[src/rtl/path_pkg.sv]
`default_nettype none
// ============================================================================
// path_pkg : shared types and bus constants for the path capture buffer
// Rev 1.0
// ============================================================================

package path_pkg;

  typedef enum logic [1:0] {
    IDLE    = 2'd0,
    CAPTURE = 2'd1,
    STREAM  = 2'd2
  } path_state_e;

  localparam logic [31:0] NODE_ADDR_DEF = 32'h0200_0008;
  localparam logic [31:0] CMD_ADDR_DEF  = 32'h0200_000C;

  localparam int unsigned CMD_COMMIT = 1;
  localparam int unsigned CMD_ABORT  = 0;

endpackage

`default_nettype wire

[src/rtl/path_store.sv]
`default_nettype none
// ============================================================================
// path_store : node register array, one write port, combinational stream read
//              port and registered debug read port
// Rev 1.0
// ============================================================================

module path_store #(
  parameter int DATA_W    = 32,
  parameter int MAX_NODES = 16,
  parameter int IDX_W     = $clog2(MAX_NODES)
) (
  input  logic              clk,
  input  logic              reset,
  input  logic              we_i,
  input  logic [IDX_W-1:0]  waddr_i,
  input  logic [DATA_W-1:0] wdata_i,
  input  logic [IDX_W-1:0]  raddr_i,
  output logic [DATA_W-1:0] rdata_o,
  input  logic [IDX_W-1:0]  dbg_idx_i,
  output logic [DATA_W-1:0] dbg_data_o
);

  logic [DATA_W-1:0] mem_q [MAX_NODES];
  logic [DATA_W-1:0] dbg_q;

  // Contents survive reset; only the debug output register is cleared.
  always_ff @(posedge clk) begin
    if (we_i) begin
      mem_q[waddr_i] <= wdata_i;
    end
  end

  always_ff @(posedge clk) begin
    if (reset) begin
      dbg_q <= '0;
    end else begin
      dbg_q <= mem_q[dbg_idx_i];
    end
  end

  assign rdata_o    = mem_q[raddr_i];
  assign dbg_data_o = dbg_q;

endmodule

`default_nettype wire

[src/rtl/path_capture_buffer.sv]
`default_nettype none
// ============================================================================
// path_capture_buffer : captures node words from the CPU store bus, then
//                       streams a committed path over valid/ready
// Rev 1.0
// ============================================================================

module path_capture_buffer
  import path_pkg::*;
#(
  parameter int                DATA_W    = 32,
  parameter int                ADDR_W    = 32,
  parameter int                MAX_NODES = 16,
  parameter logic [ADDR_W-1:0] NODE_ADDR = ADDR_W'(NODE_ADDR_DEF),
  parameter logic [ADDR_W-1:0] CMD_ADDR  = ADDR_W'(CMD_ADDR_DEF),
  localparam int               IDX_W     = $clog2(MAX_NODES),
  localparam int               CNT_W     = $clog2(MAX_NODES + 1)
) (
  input  logic              clk,
  input  logic              reset,
  input  logic              MemWrite,
  input  logic [ADDR_W-1:0] DataAdr,
  input  logic [DATA_W-1:0] WriteData,
  output logic [DATA_W-1:0] node_data,
  output logic              node_valid,
  input  logic              node_ready,
  output logic [CNT_W-1:0]  path_len,
  output logic              path_found,
  output logic              err,
  input  logic [IDX_W-1:0]  dbg_idx,
  output logic [DATA_W-1:0] dbg_data
);

  path_state_e       state_q, state_d;
  logic [CNT_W-1:0]  len_q, len_d;
  logic [IDX_W-1:0]  rd_ptr_q, rd_ptr_d;
  logic              err_q, err_d;

  logic              mem_we;
  logic [IDX_W-1:0]  mem_waddr;

  logic w_node_wr, w_commit, w_abort, w_last;

  assign w_node_wr = MemWrite && (DataAdr == NODE_ADDR);
  assign w_commit  = MemWrite && (DataAdr == CMD_ADDR) && (WriteData == DATA_W'(CMD_COMMIT));
  assign w_abort   = MemWrite && (DataAdr == CMD_ADDR) && (WriteData == DATA_W'(CMD_ABORT));
  assign w_last    = (CNT_W'(rd_ptr_q) == (len_q - CNT_W'(1)));

  always_ff @(posedge clk) begin
    if (reset) begin
      state_q  <= IDLE;
      len_q    <= '0;
      rd_ptr_q <= '0;
      err_q    <= 1'b0;
    end else begin
      state_q  <= state_d;
      len_q    <= len_d;
      rd_ptr_q <= rd_ptr_d;
      err_q    <= err_d;
    end
  end

  always_comb begin
    state_d   = state_q;
    len_d     = len_q;
    rd_ptr_d  = rd_ptr_q;
    err_d     = err_q;
    mem_we    = 1'b0;
    mem_waddr = '0;
    case (state_q)
      IDLE: begin
        if (w_node_wr) begin
          mem_we  = 1'b1;
          len_d   = CNT_W'(1);
          err_d   = 1'b0;
          state_d = CAPTURE;
        end
      end
      CAPTURE: begin
        if (w_node_wr) begin
          if (len_q < CNT_W'(MAX_NODES)) begin
            mem_we    = 1'b1;
            mem_waddr = IDX_W'(len_q);
            len_d     = len_q + CNT_W'(1);
          end else begin
            err_d = 1'b1;
          end
        end else if (w_commit) begin
          rd_ptr_d = '0;
          state_d  = STREAM;
        end else if (w_abort) begin
          len_d   = '0;
          state_d = IDLE;
        end
      end
      STREAM: begin
        // The buffer is read-only while streaming; stray node writes only flag.
        if (w_node_wr) begin
          err_d = 1'b1;
        end
        if (node_ready) begin
          rd_ptr_d = rd_ptr_q + IDX_W'(1);
          if (w_last) begin
            rd_ptr_d = '0;
            len_d    = '0;
            state_d  = IDLE;
          end
        end
      end
      default: state_d = IDLE;
    endcase
  end

  path_store #(
    .DATA_W    (DATA_W),
    .MAX_NODES (MAX_NODES),
    .IDX_W     (IDX_W)
  ) u_store (
    .clk        (clk),
    .reset      (reset),
    .we_i       (mem_we),
    .waddr_i    (mem_waddr),
    .wdata_i    (WriteData),
    .raddr_i    (rd_ptr_q),
    .rdata_o    (node_data),
    .dbg_idx_i  (dbg_idx),
    .dbg_data_o (dbg_data)
  );

  assign node_valid = (state_q == STREAM);
  assign path_found = (state_q == STREAM);
  assign path_len   = len_q;
  assign err        = err_q;

endmodule

`default_nettype wire

[config.mk]
export PLATFORM = sky130hd
export DESIGN_NAME = path_capture_buffer
export DESIGN_NICKNAME = d
export VERILOG_FILES = /design/src/rtl/path_pkg.sv /design/src/rtl/path_store.sv /design/src/rtl/path_capture_buffer.sv
export SDC_FILE = /design/constraint.sdc
export NUM_CORES = 1
export LEC_CHECK = 0
export ABC_CLOCK_PERIOD_IN_PS = 6600
export BUFFER_PORTS_ARGS = -buffer_cell sky130_fd_sc_hd__buf_2
export CORE_MARGIN = 4
export CORE_UTILIZATION = 61
export DETAILED_ROUTE_END_ITERATION = 6
export PLACE_DENSITY = 0.85
export SYNTH_ARGS = -nofsm -noshare
export SYNTH_HDL_FRONTEND = slang
export SYNTH_SLANG_ARGS = --single-unit
export TNS_END_PERCENT = 1
[constraint.sdc]
create_clock -name clk -period 6.6 [get_ports clk]
set_input_delay 0.33 -clock clk [delete_from_list [all_inputs] [get_ports clk]]
set_output_delay 0.33 -clock clk [all_outputs]
set_load 0.02 [all_outputs]
==> tab_implementation.tex, run 1 <==
\begin{tabular}{lr}
\hline
Metric & Value \\
\hline
\multicolumn{2}{l}{\textbf{Timing}} \\
Setup repair after global routing missed its margin & no \\
Maximum clock rate & 258 MHz \\
Relative slew slack & between 10\% and 20\% \\
Worst-Margin Slew & between 1 and 1.5 ns \\
Clock Skews & approximately 0.02 ns \\
Aggregate negative setup slack & 0 ns \\
\# setup viols final & 0 \\
Final critical-path share of the clock period & 58.8\% \\
Max Transition Viols Final & 0 \\
Hold violation total from the final report & 0 \\
Post-layout min period & 3.88 ns \\
\multicolumn{2}{l}{\textbf{Setup path}} \\
Peak fanout along the critical path & 20 \\
Cell seen most often among critical-path stages & inv\_1 \\
Arrival @ worst endpoint & 4.12 ns \\
Crit path largest cell delay & 0.70 ns \\
Crit. End Element & register \\
Sequence of cells on the critical path & inv\_1 -> ha\_1 -> inv\_1 -> or4\_1 -> nor2\_1 -> nand3\_1 -> nor2\_4 -> buf\_4 \\
Type of the worst setup path & register to register \\
Crit-path slowest cell & or4\_1 \\
Req. time, crit path & a little under 7 ns \\
Nature of the critical path startpoint & register \\
\multicolumn{2}{l}{\textbf{Global route}} \\
Global route overflow & 0 \\
GR met1 Demand/Resource & roughly 42\% \\
Global routing met2 resource utilization & roughly half \\
Layer carrying the most global-route usage & met2 \\
Initial antenna violation count & 7 \\
Vias in the first global route & approximately 15000 \\
Global-route total usage across every layer & 30.3\% \\
Met3 capacity usage during global routing & approximately 7.4\% \\
First-pass GRT wire length & slightly below 100000 µm \\
Largest net degree at the start of global routing & roughly 110 \\
\multicolumn{2}{l}{\textbf{Logic synthesis}} \\
Synthesized net count & approximately 1200 \\
Post-synthesis instance area & 0.0251 mm² \\
Leading cell types by total area after synthesis & edfxtp\_1 61\%, mux4\_2 29\%, dfxtp\_1 3.8\% \\
Cells after Synth & 1145 \\
Count of cell types in the netlist & 49 \\
Cell taking the most area after synthesis & edfxtp\_1 \\
Flop and latch count out of synthesis & between 500 and 600 \\
Post-synth EDFFs & approximately 510 \\
Area share of the largest cell type after synthesis & about three fifths \\
Register area share after synthesis & between 60\% and 70\% \\
Post-Syn Area per Cell & 22.0 µm² \\
Main flop type after synthesis & edfxtp\_1 \\
Proportion of synthesized flip-flops having asynchronous set or reset & 0\% \\
Ys Warns & 0 \\
\multicolumn{2}{l}{\textbf{Clock network}} \\
Worst skew pair latency & approximately 0.6 ns \\
Setup fix buffers added after clock tree synthesis & 0 \\
Clock H-tree levels & 2 \\
Clock tree from TritonCTS & yes \\
Hold buffers post-CTS & 0 \\
Maximum clock path buffer count & 3 \\
Num Clock Sinks & 560 \\
Num CTS Buffers & between 50 and 60 \\
Clock transition at path regs & about 0.07 ns \\
Count of instances resized after the clock tree is built & 0 \\
CTS root buf & clkbuf\_16 \\
\multicolumn{2}{l}{\textbf{Placed design}} \\
DP Cell Count & 1761 \\
HPWL Detailed & 35100 µm \\
Number of port buffers & $\sim$140 \\
Final estimated routing congestion in global placement & $\sim$0.84 \\
\multicolumn{2}{l}{\textbf{Floorplanning}} \\
Area of the die & roughly 0.045 mm² \\
Die X-Extent & 211 µm \\
Starting Density & about three fifths \\
Number of I/O pins & between 100 and 150 \\
Area of the core & roughly 0.041 mm² \\
Die extent in y & approximately 210 µm \\
Row Count & 74 \\
\multicolumn{2}{l}{\textbf{Pwr}} \\
Static leakage & $\sim$8.9 nW \\
Worst vdd rail ir drop & around 0.17 mV \\
Ratio of total power to cell area & 265 mW/mm² \\
\multicolumn{2}{l}{\textbf{Drt}} \\
Wire per inst & 35.8 µm \\
Vias/cell & about 7.6 \\
Detailed-route DRC error count & 0 \\
1st-iter DRT viols & around 2200 \\
Count of antenna-violating nets left after detailed routing & 0 \\
Detailed-router iteration count before antenna repair & 5 \\
Vias post-DR & approximately 14000 \\
DRT Wirelength & 66800 µm \\
\multicolumn{2}{l}{\textbf{Min path}} \\
Type of the worst min-delay path & input pin to register \\
\multicolumn{2}{l}{\textbf{Layout}} \\
Proportion of layout cells with a drive suffix above 1 & about 45\% \\
Final core area utilization & 69.9\% \\
Area occupied by registers & about 0.016 mm² \\
Final non-filler cell total & approximately 1900 \\
Leading cell types in the layout, fill and taps excluded & 512 x edfxtp\_1, 320 x mux4\_2, 141 x buf\_2 \\
Leading cell type in the layout, fill and taps excluded & edfxtp\_1 \\
Nets & around 1400 \\
Filler instances & 2327 \\
Area of the multi-input gates & approximately 0.0085 mm² \\
P\&R area growth vs syn & 13.3\% \\
\multicolumn{2}{l}{\textbf{Run status}} \\
Outcome & completed \\
\multicolumn{2}{l}{\textbf{Flow run}} \\
Maximum capacitance violations & 0 \\
\hline
\end{tabular}
flip-flops by register name, summed over array words and instances (netlist names), named ones only:
name	count
u_store.mem_q	512
err	1
u_store.dbg_data_o	32
state_q	2
path_len	5
rd_ptr_q	4
cell families after synthesis:
| family | Yosys count | synth area share [%] |
|---|---|---|
| compound gates | 35 | 1.08 |
| simple gates | 125 | 3.11 |
| mux | 323 | 28.8 |
| flops | 560 | 65.0 |
| xor+xnor | 4 | 0.169 |
| fa+ha+maj | 7 | 0.348 |
| buf+inv | 91 | 1.52 |
per-stage QoR:
step | hold slack, ns | power, mW | cell area (µm²) | setup WS, ns
detailed placement | 0.508 | 4.27 | 26500 | 2.67
floorplan | 0.429 | 4.14 | 25100 | 1.86
CTS | 0.0907 | 7.56 | 28400 | 2.62
global placement | 0.462 | 4.27 | 26500 | 2.81
global route | 0.115 | 7.74 | 28500 | 2.49
finish | 0.118 | 7.55 | 28500 | 2.72
layout make-up:
class,instances,share of cell area [%]
flip-flops and latches,560,57.4
multi-input cells,494,30.0
clock buffers,82,5.73
repair buffers,167,3.32
well taps,532,2.34
clock inverters,21,1.07
inverters,9,0.119
diodes,2,0.0176
final timing paths:
path,start,endpoint,slack [ns],cells past startpoint
setup / recovery,state_q[1]$_SDFFE_PP0P_,u_store.mem_q[4][14]$_DFFE_PP_,2.72,8
hold / removal,WriteData[4],u_store.mem_q[0][4]$_DFFE_PP_,0.12,1
setup reg to reg,state_q[1]$_SDFFE_PP0P_,u_store.mem_q[4][14]$_DFFE_PP_,2.72,8
hold reg to reg,err$_SDFFE_PP0P_,err$_SDFFE_PP0P_,0.51,2
power by group:
part / switching, mW / internal (mW) / leakage [nW]
Sequential: 0.00510 / 3.88 / 5.00
Clock: 1.33 / 2.02 / 0.945
Combinational: 0.182 / 0.136 / 2.91
critical path: cells and delay by family, from the launching register on:
kind	cells	cell delay [ns]
adders and majority gates	1	0.37
and+or+nand+nor	4	2.04
buffers and inverters	3	0.73
DFF	1	0.35
Yosys cell counts (2+ instances only):
cell and n:
a21oi_1 12, a31oi_1 3, and4_1 5, buf_1 10
buf_2 22, buf_4 3, clkbuf_1 46, dfxtp_1 48
edfxtp_1 512, ha_1 7, inv_1 9, mux2i_1 3
mux4_2 320, nand2_1 8, nand2b_1 9, nand3_1 11
nand4_1 8, nor2_1 18, nor2b_1 32, nor3_1 6
nor4_1 13, nor4_2 3, nor4b_2 3, o21ai_0 3
o31ai_4 2, o41ai_1 3, or4_1 2, xnor2_1 3
layer usage:
layer	up-vias	wire [µm]
met4	8	2600
li1	5344	-
met5	-	54
met3	199	7780
met1	7397	23000
met2	1266	33400
No activity file was read; power rests on OpenSTA's default activity.
==> run 2, diff against run 1 <==
Settings changed: ABC_CLOCK_PERIOD_IN_PS 6600 to 3650.
Clock period 6.6 ns to 3.65 ns, I/O delays scaled along.
==> run 2 against run 1 <==
Effect of this change:
- setup slack worse by 2.5 ns
- cell area up 1.7%
- global-route usage up 0.13 points
- utilization up 1.2 points
- sequential power up 81%
- hold slack worse by 0.097 ns
- first-iteration DRC count down 9.5%
- critical endpoint is now u_store.mem_q[0][19]$_DFFE_PP_
==> tab_implementation.tex, run 2 (synthesis gave the netlist of run 1 again) <==
\begin{tabular}{lr}
\hline
Metric & Value \\
\hline
\multicolumn{2}{l}{\textbf{Global route}} \\
Largest net degree at the start of global routing & 72 (-33\%) \\
Vias in the first global route & 14988 (+2.1\%) \\
Global-route total usage across every layer & 30.4\% (+0.13 points) \\
Global route overflow & 0 (unchanged) \\
First-pass GRT wire length & 99200 µm (+0.69\%) \\
Initial antenna violation count & 1 (-6) \\
\multicolumn{2}{l}{\textbf{Timing}} \\
Post-layout min period & 3.47 ns (-0.411 ns) \\
\# setup viols final & 0 (unchanged) \\
Maximum clock rate & 288 MHz (+12\%) \\
Setup repair after global routing missed its margin & no \\
Relative slew slack & 16.5\% (+1.3 points) \\
Worst-Margin Slew & 1.25 ns (-0.0192 ns) \\
Max Transition Viols Final & 0 (unchanged) \\
Hold violation total from the final report & 0 (unchanged) \\
Clock Skews & 0.0182 ns (-0.00219 ns) \\
Min setup slack post-route & 0.179 ns (-2.54 ns) \\
Final critical-path share of the clock period & 95.1\% (+36 points) \\
\multicolumn{2}{l}{\textbf{Layout}} \\
Antenna cells & 0 (-2) \\
Proportion of layout cells with a drive suffix above 1 & 44.4\% (-1.1 points) \\
Filler instances & 2279 (-2.1\%) \\
Top register by number of flip-flops & u\_store.mem\_q \\
Nets & 1417 (+3.7\%) \\
Final non-filler cell total & 1915 (+2.6\%) \\
Final core area utilization & 71.1\% (+1.2 points) \\
Leading cell type in the layout, fill and taps excluded & edfxtp\_1 \\
Area of the multi-input gates & 0.00854 mm² (unchanged) \\
Area occupied by registers & 0.0163 mm² (unchanged) \\
Leading cell types in the layout, fill and taps excluded & 512 x edfxtp\_1, 320 x mux4\_2, 141 x buf\_2 \\
Max reg flops & 512 (unchanged) \\
P\&R area growth vs syn & 15.2\% \\
\multicolumn{2}{l}{\textbf{Clock network}} \\
Count of instances resized after the clock tree is built & 0 (unchanged) \\
Clock tree from TritonCTS & yes \\
Clock transition at path regs & 0.06 ns (about the same) \\
CTS root buf & clkbuf\_16 \\
Clock H-tree levels & 2 (unchanged) \\
Hold buffers post-CTS & 29 (+29) \\
Setup fix buffers added after clock tree synthesis & 0 (unchanged) \\
Maximum clock path buffer count & 3 (unchanged) \\
Num Clock Sinks & 560 (unchanged) \\
Num CTS Buffers & 55 (unchanged) \\
Worst skew pair latency & 0.61 ns (about the same) \\
\multicolumn{2}{l}{\textbf{Placed design}} \\
Post-place setup slack & 0.360 ns (-2.31 ns) \\
Final estimated routing congestion in global placement & 0.859 (+2.3\%) \\
DP Cell Count & 1784 (+1.3\%) \\
Number of port buffers & 143 (unchanged) \\
HPWL Detailed & 37700 µm (+7.4\%) \\
\multicolumn{2}{l}{\textbf{Drt}} \\
Detailed-router iteration count before antenna repair & 6 (+1) \\
Wire per inst & 34.5 µm (-3.6\%) \\
1st-iter DRT viols & 2026 (-9.5\%) \\
Vias post-DR & 14339 (+0.88\%) \\
Count of antenna-violating nets left after detailed routing & 0 (unchanged) \\
DRT Wirelength & 66100 µm (-1.1\%) \\
Vias/cell & 7.49 (-1.6\%) \\
Detailed-route DRC error count & 0 (unchanged) \\
\multicolumn{2}{l}{\textbf{Min path}} \\
Type of the worst min-delay path & input pin to register \\
Worst hold path cell count & 1 (unchanged) \\
Worst min-delay path startpoint & WriteData[16] \\
Worst hold path endpoint & u\_store.mem\_q[7][16]\$\_DFFE\_PP\_ \\
\multicolumn{2}{l}{\textbf{Run status}} \\
Outcome & completed \\
\multicolumn{2}{l}{\textbf{Floorplanning}} \\
Starting Density & 61.7\% (unchanged) \\
Row Count & 74 (unchanged) \\
Number of I/O pins & 144 (unchanged) \\
Area of the die & 0.0445 mm² (unchanged) \\
Area of the core & 0.0407 mm² (unchanged) \\
Die extent in y & 211 µm (unchanged) \\
Die X-Extent & 211 µm (unchanged) \\
\multicolumn{2}{l}{\textbf{Pwr}} \\
Worst vdd rail ir drop & 0.382 mV (+120\%) \\
Ratio of total power to cell area & 458 mW/mm² (+73\%) \\
Static leakage & 9.06 nW (+2.3\%) \\
\multicolumn{2}{l}{\textbf{Setup path}} \\
Peak fanout along the critical path & 32 (+60\%) \\
Type of the worst setup path & register to register \\
Arrival @ worst endpoint & 3.75 ns (-0.37 ns) \\
Startpoint of the lowest-slack register-to-register path & state\_q[1]\$\_SDFFE\_PP0P\_ \\
Worst reg-to-reg setup slack & 0.18 ns (-2.54 ns) \\
Nature of the critical path startpoint & register \\
Crit. End Element & register \\
Req. time, crit path & 3.93 ns (-2.90 ns) \\
Worst reg2reg path depth & 8 (unchanged) \\
Worst flop-to-flop path endpoint & u\_store.mem\_q[0][19]\$\_DFFE\_PP\_ \\
\multicolumn{2}{l}{\textbf{Flow run}} \\
Maximum capacitance violations & 0 (unchanged) \\
\hline
\end{tabular}
run 2: cell types whose count changed in the layout (fill, tap and decap cells not counted), sizes merged:
| cell | change |
|---|---|
| clkbuf | -2 |
| buf | +22 |
| dlygate4sd3 | +29 |
| clkinv | +5 |
| inv | +1 |
| bufinv | -3 |
| clkinvlp | -2 |
| diode | -2 |
run 2: routing by layer:
layer	track usage, %	share of wire [%]	vias up
met2	49.5	51	1212
met3	6.39	11	187
met1	42.5	35	7483
li1	-	-	5455
met4	9.70	3.3	2
met5	0	0.020	-
run 2: power by group:
part	total, mW	internal (mW)	switching [mW]
logic	0.612	0.275	0.337
registers	7.02	7.01	0.00879
clock network	5.63	3.26	2.38
run 2: final cells by class:
class | count | share of cell area (%)
Sequential cell | 560 | 56.4
Multi-Input combinational cell | 494 | 29.5
Timing Repair Buffer | 218 | 5.57
Clock buffer | 80 | 5.29
Tap cell | 532 | 2.30
Clock inverter | 22 | 0.791
Inverter | 9 | 0.117
run 2: worst max-delay path, stage by stage (launching register included):
cell and delay (ns):
dfxtp_1 0.36, inv_1 0.10, ha_1 0.40, inv_1 0.12, or4_1 0.71, nor2_1 0.33, nand3_1 0.41, o32ai_4 0.39
buf_12 0.29
run 2: how the worst max path moves through the flow:
stage / to / slack (ns) / cells after the start / start
finish: u_store.mem_q[0][19]$_DFFE_PP_ / 0.18 / 8 / state_q[1]$_SDFFE_PP0P_
global route: u_store.mem_q[0][18]$_DFFE_PP_ / 0.03 / 8 / state_q[1]$_SDFFE_PP0P_
CTS: u_store.mem_q[0][14]$_DFFE_PP_ / 0.30 / 8 / state_q[1]$_SDFFE_PP0P_
detailed placement: u_store.mem_q[0][17]$_DFFE_PP_ / 0.36 / 8 / state_q[1]$_SDFFE_PP0P_
global placement: u_store.mem_q[0][16]$_DFFE_PP_ / 0.54 / 8 / state_q[1]$_SDFFE_PP0P_
floorplan: u_store.mem_q[3][0]$_DFFE_PP_ / -0.69 / 8 / state_q[1]$_SDFFE_PP0P_
run 2: metrics by stage:
stage	power, mW	area (µm²)	hold WS, ns	setup TNS (ns)
global route	13.6	29000	0.0245	0
CTS	13.3	29000	0.00175	0
floorplan	7.49	25100	0.281	-65.25
global placement	7.72	26900	0.458	0
finish	13.3	29000	0.0207	0
detailed placement	7.74	26900	0.474	0
==> run 3, diff against run 2 <==
--- a/config.mk
+++ b/config.mk
@@ -11,2 +11,3 @@
 export CORE_UTILIZATION = 61
+export CTS_CLUSTER_SIZE = 28
 export DETAILED_ROUTE_END_ITERATION = 6
==> constraint.sdc (replaced) <==
create_clock -name clk -period 3.65 [get_ports clk]
set_input_delay 0.5475 -clock clk [delete_from_list [all_inputs] [get_ports clk]]
set_output_delay 0.5475 -clock clk [all_outputs]
set_load 0.02 [all_outputs]
==> run 3 against run 2 <==
Effect of this change:
- total power rose by 0.26%
- largest cell class unchanged
- flip-flop and latch count did not move
- highest routed layer unchanged
- clock skew fell by 0.0015 ns
==> tab_implementation.tex, run 3 (synthesis gave the netlist of run 1 again) <==
\begin{tabular}{lr}
\hline
Metric & Value \\
\hline
\multicolumn{2}{l}{\textbf{Layout}} \\
Nets & 1391 (-1.8\%) \\
Final non-filler cell total & 1891 (-1.3\%) \\
P\&R area growth vs syn & 14.7\% \\
Proportion of layout cells with a drive suffix above 1 & 45.7\% (+1.3 points) \\
Top register by number of flip-flops & u\_store.mem\_q \\
Leading cell type in the layout, fill and taps excluded & edfxtp\_1 \\
Final core area utilization & 70.8\% (-0.33 points) \\
Leading cell types in the layout, fill and taps excluded & 512 x edfxtp\_1, 320 x mux4\_2, 141 x buf\_2 \\
Filler instances & 2277 (-0.088\%) \\
Max reg flops & 512 (unchanged) \\
Post-route cell area & 0.0288 mm² (-0.47\%) \\
\multicolumn{2}{l}{\textbf{Clock network}} \\
Hold buffers post-CTS & 0 (-100\%) \\
Num CTS Buffers & 55 (unchanged) \\
Clock H-tree levels & 2 (unchanged) \\
Clock transition at path regs & 0.06 ns (about the same) \\
Maximum clock path buffer count & 3 (unchanged) \\
Num Clock Sinks & 560 (unchanged) \\
Count of instances resized after the clock tree is built & 0 (unchanged) \\
Clock tree from TritonCTS & yes \\
CTS root buf & clkbuf\_16 \\
Worst skew pair latency & 0.61 ns (about the same) \\
Setup fix buffers added after clock tree synthesis & 0 (unchanged) \\
\multicolumn{2}{l}{\textbf{Timing}} \\
Aggregate negative setup slack & 0 ns (unchanged) \\
Max Transition Viols Final & 0 (unchanged) \\
Clock Skews & 0.0167 ns (-0.00152 ns) \\
Post-layout min period & 3.43 ns (-0.0440 ns) \\
Min setup slack post-route & 0.223 ns (+0.0440 ns) \\
Hold violation total from the final report & 0 (unchanged) \\
Maximum clock rate & 292 MHz (+1.3\%) \\
\# setup viols final & 0 (unchanged) \\
Relative slew slack & 16.4\% (-0.10 points) \\
Worst-Margin Slew & 1.25 ns (+0.00151 ns) \\
Worst hold slack & 0.336 ns (+0.316 ns) \\
Final critical-path share of the clock period & 93.9\% (-1.2 points) \\
Setup repair after global routing missed its margin & no \\
\multicolumn{2}{l}{\textbf{Pwr}} \\
Ratio of total power to cell area & 462 mW/mm² (+0.74\%) \\
Net switching power figure & 2.73 mW (+0.25\%) \\
Part of the total power dissipated in the clock network & 42.7\% (+0.2 points) \\
Seq pwr share & 52.8\% (about the same) \\
Power after layout & 13.3 mW (+0.26\%) \\
Worst vdd rail ir drop & 0.315 mV (-18\%) \\
Combinational cell fraction of total power & 4.5\% (about the same) \\
Pint & 10.6 mW (+0.27\%) \\
Sw frac & 20.5\% (about the same) \\
Static leakage & 8.96 nW (-1.1\%) \\
\multicolumn{2}{l}{\textbf{Floorplanning}} \\
Starting Density & 61.7\% (unchanged) \\
Area of the die & 0.0445 mm² (unchanged) \\
Row Count & 74 (unchanged) \\
Area of the core & 0.0407 mm² (unchanged) \\
Die X-Extent & 211 µm (unchanged) \\
Number of I/O pins & 144 (unchanged) \\
Die extent in y & 211 µm (unchanged) \\
\multicolumn{2}{l}{\textbf{Setup path}} \\
Crit. End Element & output pin \\
Arrival @ worst endpoint & 2.88 ns (-0.87 ns) \\
Sequence of cells on the critical path & buf\_4 -> mux4\_2 -> mux4\_2 -> buf\_2 \\
Top cell family by delay on the critical path & multiplexers \\
Type of the worst setup path & register to output pin \\
Worst flop-to-flop path endpoint & u\_store.mem\_q[0][18]\$\_DFFE\_PP\_ \\
Cell seen most often among critical-path stages & mux4\_2 \\
Crit-path slowest cell & dfxtp\_4 \\
Startpoint of the lowest-slack register-to-register path & state\_q[1]\$\_SDFFE\_PP0P\_ \\
Nature of the critical path startpoint & register \\
CP bufs+invs & 2 (-1) \\
Worst reg-to-reg setup slack & 0.44 ns (+0.26 ns) \\
Crit path largest cell delay & 0.62 ns (-0.09 ns) \\
Req. time, crit path & 3.10 ns (-0.83 ns) \\
Worst reg2reg path depth & 8 (unchanged) \\
Peak fanout along the critical path & 17 (-47\%) \\
\multicolumn{2}{l}{\textbf{Drt}} \\
Vias/cell & 7.54 (+0.74\%) \\
DRT Wirelength & 66900 µm (+1.3\%) \\
1st-iter DRT viols & 2000 (-1.3\%) \\
Detailed-router iteration count before antenna repair & 5 (-1) \\
Count of antenna-violating nets left after detailed routing & 0 (unchanged) \\
Wire per inst & 35.4 µm (+2.6\%) \\
Vias post-DR & 14264 (-0.52\%) \\
Detailed-route DRC error count & 0 (unchanged) \\
\multicolumn{2}{l}{\textbf{Placed design}} \\
HPWL Detailed & 37200 µm (-1.5\%) \\
Post-place setup slack & 0.264 ns (-0.0956 ns) \\
Post-DP Area & 0.0270 mm² (+0.48\%) \\
Number of port buffers & 143 (unchanged) \\
DP Cell Count & 1787 (+0.17\%) \\
Final estimated routing congestion in global placement & 0.866 (+0.84\%) \\
\multicolumn{2}{l}{\textbf{Run status}} \\
Outcome & completed \\
\multicolumn{2}{l}{\textbf{Global route}} \\
Met3 capacity usage during global routing & 6.13\% (-0.25 points) \\
Global route overflow & 0 (unchanged) \\
Vias in the first global route & 14840 (-0.99\%) \\
Global-route total usage across every layer & 30.9\% (+0.44 points) \\
First-pass GRT wire length & 100000 µm (+1.1\%) \\
Initial antenna violation count & 4 (+3) \\
GR met1 Demand/Resource & 42.5\% (-0.098 points) \\
Layer carrying the most global-route usage & met2 \\
Global routing met2 resource utilization & 50.6\% (+1.0 points) \\
Largest net degree at the start of global routing & 47 (-35\%) \\
\multicolumn{2}{l}{\textbf{Flow run}} \\
Maximum capacitance violations & 0 (unchanged) \\
\multicolumn{2}{l}{\textbf{Min path}} \\
Worst hold path endpoint & u\_store.mem\_q[10][4]\$\_DFFE\_PP\_ \\
Worst min-delay path startpoint & WriteData[4] \\
Worst hold path cell count & 1 (unchanged) \\
Type of the worst min-delay path & input pin to register \\
\hline
\end{tabular}
run 3: worst max-delay path by stage:
stage / from / endpoint / slack (ns) / depth (start not counted)
floorplan: DataAdr[27] / u_store.mem_q[7][0]$_DFFE_PP_ / -0.18 / 7
global placement: DataAdr[15] / u_store.mem_q[0][15]$_DFFE_PP_ / 0.32 / 8
detailed placement: DataAdr[15] / u_store.mem_q[0][16]$_DFFE_PP_ / 0.26 / 8
CTS: register / node_data[15] / 0.17 / 4
global route: register / node_data[18] / 0.1 / 4
finish: register / node_data[15] / 0.22 / 4
run 3: layout make-up:
type | instances | area [µm²] | area share [%]
diodes | 1 | 2.50 | 0.00868
clock buffers | 90 | 1620 | 5.62
clock inverters | 13 | 164 | 0.569
inverters | 9 | 33.8 | 0.117
multi-input cells | 494 | 8560 | 29.7
flip-flops and latches | 560 | 16300 | 56.7
well taps | 532 | 666 | 2.31
repair buffers | 192 | 1430 | 4.97
run 3: metal layers:
metal,up-vias,routed length [µm]
met3,173,7550
met5,-,13
met2,1204,34100
met4,2,2570
li1,5408,-
met1,7477,22700
run 3: power groups by stage:
stage / Clock, mW / Combinational, mW / Sequential (mW)
6_report: 5.69 / 0.595 / 7.02
5_1_grt: 6.03 / 0.629 / 7.02
4_1_cts: 5.73 / 0.596 / 7.02
3_5_place_dp: 0 / 0.588 / 7.16
3_3_place_gp: 0 / 0.572 / 7.16
2_1_floorplan: 0 / 0.292 / 7.20
